==> config.mk <==
export PLATFORM = sky130hd
export DESIGN_NAME = apb_slave_mem_flat
export DESIGN_NICKNAME = d
export VERILOG_FILES = /design/src/rtl/apb_pkg.sv /design/src/rtl/apb_slave_mem_if.sv /design/src/rtl/apb_regfile.sv /design/src/rtl/apb_slave_mem.sv /design/src/flat_wrapper.sv
export SDC_FILE = /design/constraint.sdc
export NUM_CORES = 1
export LEC_CHECK = 0
export CAP_MARGIN = 30
export CORE_AREA = 5 5 292 294
export CTS_BUF_LIST = sky130_fd_sc_hd__clkbuf_16
export DETAILED_ROUTE_END_ITERATION = 8
export DIE_AREA = 0 0 297 299
export GPL_ROUTABILITY_DRIVEN = 0
export HOLD_SLACK_MARGIN = 0.02
export SYNTH_ARGS = -nofsm -noshare
export SYNTH_HDL_FRONTEND = slang
export SYNTH_SLANG_ARGS = --single-unit
export TNS_END_PERCENT = 20
==> constraint.sdc <==
create_clock -name pclk -period 4.7 [get_ports pclk]
set_clock_uncertainty 0.2 [all_clocks]
set_input_delay 1.41 -clock pclk [delete_from_list [all_inputs] [get_ports pclk]]
set_output_delay 1.41 -clock pclk [all_outputs]
set_load 0.005 [all_outputs]
==> src/rtl/apb_pkg.sv <==
// ---------------------------------------------------------------------------
// apb_pkg
// Shared types and helpers for the APB register-array slave.
//   apb_state_e : bus FSM state (IDLE / ACCESS)
//   APB_OKAY / APB_SLVERR : PSLVERR encodings
//   lane_shift(): number of byte-address bits covered by one data word
// ---------------------------------------------------------------------------
package apb_pkg;

    typedef enum logic {
        IDLE   = 1'b0,
        ACCESS = 1'b1
    } apb_state_e;

    localparam logic APB_OKAY   = 1'b0;
    localparam logic APB_SLVERR = 1'b1;

    // Byte-address bits below the word index: log2(DATA_W/8).
    function automatic int lane_shift(input int data_w);
        return $clog2(data_w / 8);
    endfunction

endpackage

==> src/rtl/apb_slave_mem_if.sv <==
// ---------------------------------------------------------------------------
// apb_slave_mem_if
// APB bus bundle between a master and apb_slave_mem.
//   psel, pen, paddr, pwrite, pwdata, pstrb : master -> slave
//   prdata, pready, pslverr                 : slave  -> master
// Modports: master, slave.
// ---------------------------------------------------------------------------
interface apb_slave_mem_if #(
    parameter int ADDR_W = 8,
    parameter int DATA_W = 32
);
    logic                  psel;
    logic                  pen;
    logic [ADDR_W-1:0]     paddr;
    logic                  pwrite;
    logic [DATA_W-1:0]     pwdata;
    logic [DATA_W/8-1:0]   pstrb;
    logic [DATA_W-1:0]     prdata;
    logic                  pready;
    logic                  pslverr;

    modport master (
        output psel, pen, paddr, pwrite, pwdata, pstrb,
        input  prdata, pready, pslverr
    );

    modport slave (
        input  psel, pen, paddr, pwrite, pwdata, pstrb,
        output prdata, pready, pslverr
    );
endinterface

==> src/rtl/apb_regfile.sv <==
// ---------------------------------------------------------------------------
// apb_regfile
// DEPTH x DATA_W register array, synchronous clear, byte-enabled write,
// asynchronous read.
//   clk   : clock (posedge)
//   rst_n : synchronous active-low clear of every register
//   we    : write enable
//   be    : per-byte write enables
//   widx  : write index, wdata : write data
//   ridx  : read index,  rdata : combinational read data
// ---------------------------------------------------------------------------
module apb_regfile #(
    parameter int DEPTH  = 16,
    parameter int DATA_W = 32,
    parameter int IDX_W  = 4
) (
    input  logic                clk,
    input  logic                rst_n,
    input  logic                we,
    input  logic [DATA_W/8-1:0] be,
    input  logic [IDX_W-1:0]    widx,
    input  logic [DATA_W-1:0]   wdata,
    input  logic [IDX_W-1:0]    ridx,
    output logic [DATA_W-1:0]   rdata
);
    logic [DATA_W-1:0] mem_q [DEPTH];

    always_ff @(posedge clk) begin
        if (!rst_n) begin
            for (int i = 0; i < DEPTH; i++) begin
                mem_q[i] <= '0;
            end
        end else if (we) begin
            for (int b = 0; b < DATA_W/8; b++) begin
                if (be[b]) begin
                    mem_q[widx][8*b +: 8] <= wdata[8*b +: 8];
                end
            end
        end
    end

    assign rdata = mem_q[ridx];

endmodule

==> src/rtl/apb_slave_mem.sv <==
// ---------------------------------------------------------------------------
// apb_slave_mem
// APB slave exposing a DEPTH x DATA_W register array with WAIT_CYCLES
// wait states and PSLVERR on out-of-range or misaligned accesses.
//   pclk   : APB clock (posedge)
//   prst_n : synchronous active-low reset
//   bus    : apb_slave_mem_if.slave (psel, pen, paddr, pwrite, pwdata,
//            pstrb in; prdata, pready, pslverr out)
// Build option: APB_PSTRB_EN -- when defined, writes honour pstrb byte
// strobes; otherwise pstrb is ignored and writes update every byte.
//
// state  | meaning
// IDLE   | waiting for SETUP (psel=1, pen=0); request captured on entry
// ACCESS | wait counter running; completes when cnt==0, psel=1, pen=1
// ---------------------------------------------------------------------------
module apb_slave_mem
    import apb_pkg::*;
#(
    parameter int ADDR_W      = 8,
    parameter int DATA_W      = 32,
    parameter int DEPTH       = 16,
    parameter int WAIT_CYCLES = 0
) (
    input  logic              pclk,
    input  logic              prst_n,
    apb_slave_mem_if.slave    bus
);
    localparam int SHIFT = lane_shift(DATA_W);
    localparam int NBYTE = DATA_W / 8;
    localparam int CNT_W = (WAIT_CYCLES > 0) ? $clog2(WAIT_CYCLES + 1) : 1;
    localparam int IDX_W = (DEPTH > 1) ? $clog2(DEPTH) : 1;
    localparam logic [CNT_W-1:0]  CNT_LOAD = CNT_W'(WAIT_CYCLES);
    localparam logic [ADDR_W-1:0] LOW_MASK = ADDR_W'((1 << SHIFT) - 1);
    localparam logic [ADDR_W:0]   DEPTH_W  = (ADDR_W + 1)'(DEPTH);

    apb_state_e        state_q, state_d;
    logic [CNT_W-1:0]  cnt_q, cnt_d;

    logic [ADDR_W-1:0] paddr_q;
    logic              pwrite_q;
    logic [DATA_W-1:0] pwdata_q;

    logic              setup;
    logic              access_done;
    logic [ADDR_W-1:0] idx;
    logic              err;
    logic [NBYTE-1:0]  be;
    logic [DATA_W-1:0] rd_data;

    assign setup = bus.psel & ~bus.pen;

    // State register and wait counter.
    always_ff @(posedge pclk) begin
        if (!prst_n) begin
            state_q <= IDLE;
            cnt_q   <= '0;
        end else begin
            state_q <= state_d;
            cnt_q   <= cnt_d;
        end
    end

    // Next-state logic. psel=1 with pen=1 in IDLE is not a SETUP and is ignored.
    always_comb begin
        state_d = state_q;
        cnt_d   = cnt_q;
        case (state_q)
            IDLE: begin
                if (setup) begin
                    state_d = ACCESS;
                    cnt_d   = CNT_LOAD;
                end
            end
            ACCESS: begin
                if (!bus.psel) begin
                    state_d = IDLE;
                end else if (cnt_q != '0) begin
                    cnt_d = cnt_q - 1'b1;
                end else if (bus.pen) begin
                    state_d = IDLE;
                end
            end
            default: state_d = IDLE;
        endcase
    end

    // Request capture: the master may change paddr/pwdata during ACCESS.
`ifdef APB_PSTRB_EN
    logic [NBYTE-1:0] pstrb_q;
`else
    logic unused_pstrb;
    assign unused_pstrb = ^bus.pstrb;
`endif

    always_ff @(posedge pclk) begin
        if (!prst_n) begin
            paddr_q  <= '0;
            pwrite_q <= 1'b0;
            pwdata_q <= '0;
`ifdef APB_PSTRB_EN
            pstrb_q  <= '0;
`endif
        end else if (state_q == IDLE && setup) begin
            paddr_q  <= bus.paddr;
            pwrite_q <= bus.pwrite;
            pwdata_q <= bus.pwdata;
`ifdef APB_PSTRB_EN
            pstrb_q  <= bus.pstrb;
`endif
        end
    end

`ifdef APB_PSTRB_EN
    assign be = pstrb_q;
`else
    assign be = '1;
`endif

    // Address decode on the captured address.
    assign idx = paddr_q >> SHIFT;
    assign err = ({1'b0, idx} >= DEPTH_W) || ((paddr_q & LOW_MASK) != '0);

    // Output logic.
    always_comb begin
        access_done = (state_q == ACCESS) && bus.psel && bus.pen && (cnt_q == '0);
        bus.pready  = access_done;
        bus.pslverr = (access_done && err) ? APB_SLVERR : APB_OKAY;
        bus.prdata  = (access_done && !pwrite_q && !err) ? rd_data : '0;
    end

    apb_regfile #(
        .DEPTH  (DEPTH),
        .DATA_W (DATA_W),
        .IDX_W  (IDX_W)
    ) u_regfile (
        .clk   (pclk),
        .rst_n (prst_n),
        .we    (access_done && pwrite_q && !err),
        .be    (be),
        .widx  (idx[IDX_W-1:0]),
        .wdata (pwdata_q),
        .ridx  (idx[IDX_W-1:0]),
        .rdata (rd_data)
    );

endmodule

==> src/flat_wrapper.sv <==
// flat-port wrapper written by rule: the top's interface ports become plain ports
module apb_slave_mem_flat import apb_pkg::*;
#(
    parameter int ADDR_W      = 8,
    parameter int DATA_W      = 32,
    parameter int DEPTH       = 16,
    parameter int WAIT_CYCLES = 0
)
  (pclk, prst_n, bus_psel, bus_pen, bus_paddr, bus_pwrite, bus_pwdata, bus_pstrb, bus_prdata, bus_pready, bus_pslverr);
  apb_slave_mem_if #(.ADDR_W(ADDR_W), .DATA_W(DATA_W)) bus_i ();
  input  logic pclk;
  input  logic prst_n;
  input wire logic [$bits(bus_i.psel)-1:0] bus_psel;
  input wire logic [$bits(bus_i.pen)-1:0] bus_pen;
  input wire logic [$bits(bus_i.paddr)-1:0] bus_paddr;
  input wire logic [$bits(bus_i.pwrite)-1:0] bus_pwrite;
  input wire logic [$bits(bus_i.pwdata)-1:0] bus_pwdata;
  input wire logic [$bits(bus_i.pstrb)-1:0] bus_pstrb;
  output wire logic [$bits(bus_i.prdata)-1:0] bus_prdata;
  output wire logic [$bits(bus_i.pready)-1:0] bus_pready;
  output wire logic [$bits(bus_i.pslverr)-1:0] bus_pslverr;
  assign bus_i.psel = bus_psel;
  assign bus_i.pen = bus_pen;
  assign bus_i.paddr = bus_paddr;
  assign bus_i.pwrite = bus_pwrite;
  assign bus_i.pwdata = bus_pwdata;
  assign bus_i.pstrb = bus_pstrb;
  assign bus_prdata = bus_i.prdata;
  assign bus_pready = bus_i.pready;
  assign bus_pslverr = bus_i.pslverr;
  apb_slave_mem #(.ADDR_W(ADDR_W), .DATA_W(DATA_W), .DEPTH(DEPTH), .WAIT_CYCLES(WAIT_CYCLES)) u_core (.pclk(pclk), .prst_n(prst_n), .bus(bus_i));
endmodule
Word-level counts from Yosys, hierarchy flattened:

Memory sizes are Yosys's and may differ from the RTL's. A register that Yosys moved wholly into a read port is not among the register bits.
Cells that the tools add are included.
Widths: inputs -> output; s select.

* flip-flop bits (word level): 43
* bits in writable memories: 512
* memories kept: 1

* $add $sub $neg: 1
* magnitude comparators: 1
* equality and inequality tests: 2
* mux-type cells: 20
* bitwise gates (word level): 4
* reduce and logical (&&, ||, !) cells: 15

Memories
* u_core.u_regfile.mem_q: depth 16, bits a word 32, rd ports 1, clocked after Yosys merged registers in 1, wr ports 16, line apb_regfile.sv:26 `logic [DATA_W-1:0] mem_q [DEPTH];`

Operators by type and width (count)
* $mux 32: 2
* $reduce_or 32->1: 1
* $mux 1: 13
* $mux 4: 3
* $logic_and 1x1->1: 9
* $reduce_bool 8->1: 1
* $ge 6x5->1 const B: 1
* $pmux 1 s2: 2
* $not 1->1: 3
* $logic_not 1->1: 2
* $ne 2x1->1 const B: 1
* $ne 2x2->1 const B: 1
* $reduce_and 2->1: 1
* $and 1x1->1: 1
* $logic_or 1x1->1: 1
* $sub 1x1->1 const B: 1

Longest topological paths before layout:

* depth after elaboration: 10
* gate-level depth with buffers: 7
* gate-level depth less buffers: 4

Cells and area by module:

A second synthesis with hierarchy kept.

* cells, all modules: 1786
* area total of the unflattened synthesis: 24332.1 µm²

Modules (own cells, without submodules)
* apb_regfile: times used 1, cells each 1527, area each 22137.5 µm², seq. area each 15374.7 µm²
* apb_slave_mem: times used 1, cells each 259, area each 2194.6 µm², seq. area each 840.8 µm²

Worst setup path before layout:

Ideal clock, no wire load.

* path type: in2reg
* start: input port prst_n
* end: memory u_core.u_regfile.mem_q[9][0] (enable)
* library setup time: 0.466 ns
* data arrival time: 4.485 ns
* data required time: 4.034 ns
* setup slack: -0.450 ns
* cell stages on the path: 6
* cell sequence: and2_0 -> clkbuf_1 -> nand4b_1 -> clkbuf_1 -> clkbuf_1 -> o21ai_0

RTL lines
* start, declared: line flat_wrapper.sv:12 `input logic prst_n;`
* end, declared: line apb_regfile.sv:26

Worst setup path in the final report:

* start: input port bus_pen
* end: output port bus_prdata[11]

* longest elaborated chain between the ends: 5

RTL lines
* start, declared: line flat_wrapper.sv:14 `input wire logic [$bits(bus_i.pen)-1:0] bus_pen;`
* $logic_and 1x1->1 (2 in a row): line apb_slave_mem.sv:125 `access_done = (state_q == ACCESS) && bus.psel && bus.pen && (cnt_q == '0);`
* $logic_and 1x1->1 (2 in a row): line apb_slave_mem.sv:128 `bus.prdata = (access_done && !pwrite_q && !err) ? rd_data : '0;`
* $mux 32: line apb_slave_mem.sv:128
* end, declared: line flat_wrapper.sv:19 `output wire logic [$bits(bus_i.prdata)-1:0] bus_prdata;`

Every way passes these cells.

==> run_results.csv <==
group,metric,value,unit
placed_design,place_ws,-0.652,ns
detailed_routing,drt_wl_total,66.9,mm
grt,grt_use_total,0.148,
worst_setup_path,path_cells,"dlygate4sd2_1 > nand3_2 > or4b_4 > buf_6 > buf_12 > o22ai_1 > clkdlybuf4s15_2",
sta,max_freq,214,MHz
synth,synth_nets,1744,
outcome,status,"completed",
clock_network,clk_latency,0.60,ns
detailed_routing,route.detailed.drc,0,
floorplanning,rows,106,
synth,avgSynthCellArea,14.4,sq um
synth,ys_seq_elements,558,
power,finalPower,10.3,mW
grt,grt.busiest_layer,"met2",
sta,drv_slew,0,
clock_network,cts_sinks,558,
floorplanning,io_pins,83,
placed_design,hpwl,39.9,mm
clock_network,cts_tree,"yes",
sta,worst_slew_pin_slew,0.999,ns
worst_setup_path,start_kind,"input port",
detailed_routing,vias,15000,
sta,whs,0.265,ns
detailed_routing,drt_pass1_iterations,5,
placed_design,io_buffers,78,
grt,antenna_found_initial,0,
flow_run,cap_violations,0,
hold_path,hold_class,"register to register",
sta,post-route-min-period,4.66,ns
grt,overflow,0,
detailed_routing,routedWlPerCell,23.7,um
clock_network,clk_pin_slew_worst_paths,0.06,ns
floorplanning,dieArea,88800,sq um
floorplanning,start_util,0.295,
floorplanning,die_w,297,um
grt,grt_pass1_wl,101,mm
layout,fillers,7894,
sta,rsz0062_at_grt,"yes",
sta,setup_viol,0,
grt,grt_util_met2,0.255,
worst_setup_path,arrival,3.05,ns
detailed_routing,via_per_inst,5.29,
floorplanning,core_area,82600,sq um
sta,fin_crit_sh,0.992,
clock_network,cts_max_path_buffers,3,
layout,antenna_cells,0,
worst_setup_path,crit_fanout,15,
worst_setup_path,required,3.09,ns
grt,grt_pass1_vias,15600,
sta,fin_ws,0.0362,ns
clock_network,clockRootBuffer,"clkbuf_16",
power,leakage,8.59,nW
synth,syn_inst,1695,
sta,hold_viol_final,0,
power,ir_drop,0.309,mV
synth,yosysWarningCount,0,
worst_setup_path,critPathSlowestCell,"or4b_4",
power,p_per_area,363,nW/um^2
synth,synth.yosys.seq_area_share,0.669,
worst_setup_path,slowest_delay,0.58,ns
clock_network,cts_max_level,2,
grt,use_met1,0.200,
layout,drive_gt1_frac,0.202,
detailed_routing,ant_nets,0,
worst_setup_path,critPathKind,"input port to output pin",
layout,layout.nets,1756,
detailed_routing,drt_iter0_markers,1483,
worst_setup_path,worstSetupEndpointType,"output pin",
clock_network,holdBufCountCts,0,
sta,slew-limit-headroom,0.334,
grt,met3_usage,0.0200,
grt,grt_start_max_net_pins,75,
synth,synthDistinctLibCells,29,
synth,syn_area,24400,sq um
clock_network,numCtsBuffers,52,
floorplanning,die_y,299,um
layout,syn2layout_area_growth,16.4,%
layout,mostFrequentLayoutCells,"nor3_1 (512), edfxtp_1 (512), mux4_2 (128)",
[registers in the layout, indices dropped and copies added, names as in the netlist, named ones only]
register / cells
u_core.pwdata_q: 32
u_core.u_regfile.mem_q: 512
u_core.state_q: 1
u_core.paddr_q: 8
u_core.pwrite_q: 1
[power by group]
group | switching (mW) | internal (mW)
clock | 1.85 | 2.14
combinational | 0.437 | 0.262
sequential | 0.0612 | 5.56
[kinds of logic (layout without fill, tap and decap cells)]
group / count (synthesis) / after routing / synth area share
buf+inv: 239 / 293 / 0.0380
simple gates: 617 / 617 / 0.125
compound gates: 89 / 89 / 0.0241
mux: 192 / 192 / 0.145
flops: 558 / 558 / 0.669
[layout make-up]
| class | instances | area (sq um) | area share |
|---|---|---|---|
| flip-flops and latches | 558 | 16300 | 0.575 |
| inverters | 33 | 124 | 0.00436 |
| multi-input cells | 898 | 7460 | 0.263 |
| clock buffers | 52 | 1300 | 0.0459 |
| well taps | 1080 | 1350 | 0.0476 |
| clock inverters | 44 | 285 | 0.0101 |
| repair buffers | 164 | 1550 | 0.0547 |
[critical path, delay by kind of cell]
kind	cells	cell delay [ns]
AOI/OAI and AO/OA	1	0.17
and+or+nand+nor	2	0.68
buffers and inverters	4	0.77
[layer usage]
metal  wire length, um  share of wire
met3              4050          0.061
met5                 0              0
met1             27900           0.42
met4              1300          0.019
met2             33700           0.50
[final timing paths]
check,startpoint,to,slack [ns],cells after the start
max reg2reg,u_core.pwrite_q,u_core.u_regfile.mem_q[13][10],2.01,4
min,u_core.pwdata_q[1],u_core.pwdata_q[1],0.26,2
max,bus_pen,bus_prdata[11],0.04,7
min reg2reg,u_core.pwdata_q[1],u_core.pwdata_q[1],0.26,2
[metrics by stage]
step | setup TNS (ns) | instances | utilization | instance area [sq um]
after global routing | -0.0620 | 2829 | 0.343 | 28400
after global placement | -18.26 | 2728 | 0.324 | 26700
after detailed placement | -18.60 | 2728 | 0.324 | 26700
final | 0 | 2829 | 0.343 | 28400
after floorplan | -218.63 | 1695 | - | 24400
after CTS | -0.157 | 2829 | 0.343 | 28400
[synth_stat cells]
library cell / count / area, sq um
edfxtp_1: 512 / 15400
nor3_1: 512 / 2560
clkbuf_1: 173 / 649
mux4_2: 128 / 2880
nand2_1: 84 / 315
mux2i_1: 64 / 641
dfxtp_1: 46 / 921
a21boi_0: 41 / 308
inv_1: 33 / 124
o22ai_1: 32 / 200
buf_1: 16 / 60.1
o21ai_0: 16 / 80.1
buf_2: 14 / 70.1
nand4b_1: 4 / 35.0
buf_4: 3 / 22.5
nand2b_1: 2 / 12.5
nand3_1: 2 / 10.0
nor2_1: 2 / 7.51
and2_0: 1 / 6.26
and3b_1: 1 / 8.76
and4_1: 1 / 8.76
nand3b_1: 1 / 7.51
nand4_1: 1 / 6.26
nor3b_1: 1 / 7.51
nor4_4: 1 / 21.3
or2_2: 1 / 6.26
or3_1: 1 / 6.26
or3b_2: 1 / 8.76
or4b_1: 1 / 10.0
[repair_timing]
item / in CTS / in global routing
cloned: 1 / 0
setup buffers: 4 / 0
gates resized for setup: 116 / 11
endpoints found under the setup margin: 32 / 16
pin swaps: 1 / 1
No activity file was read; power rests on OpenSTA's default activity.
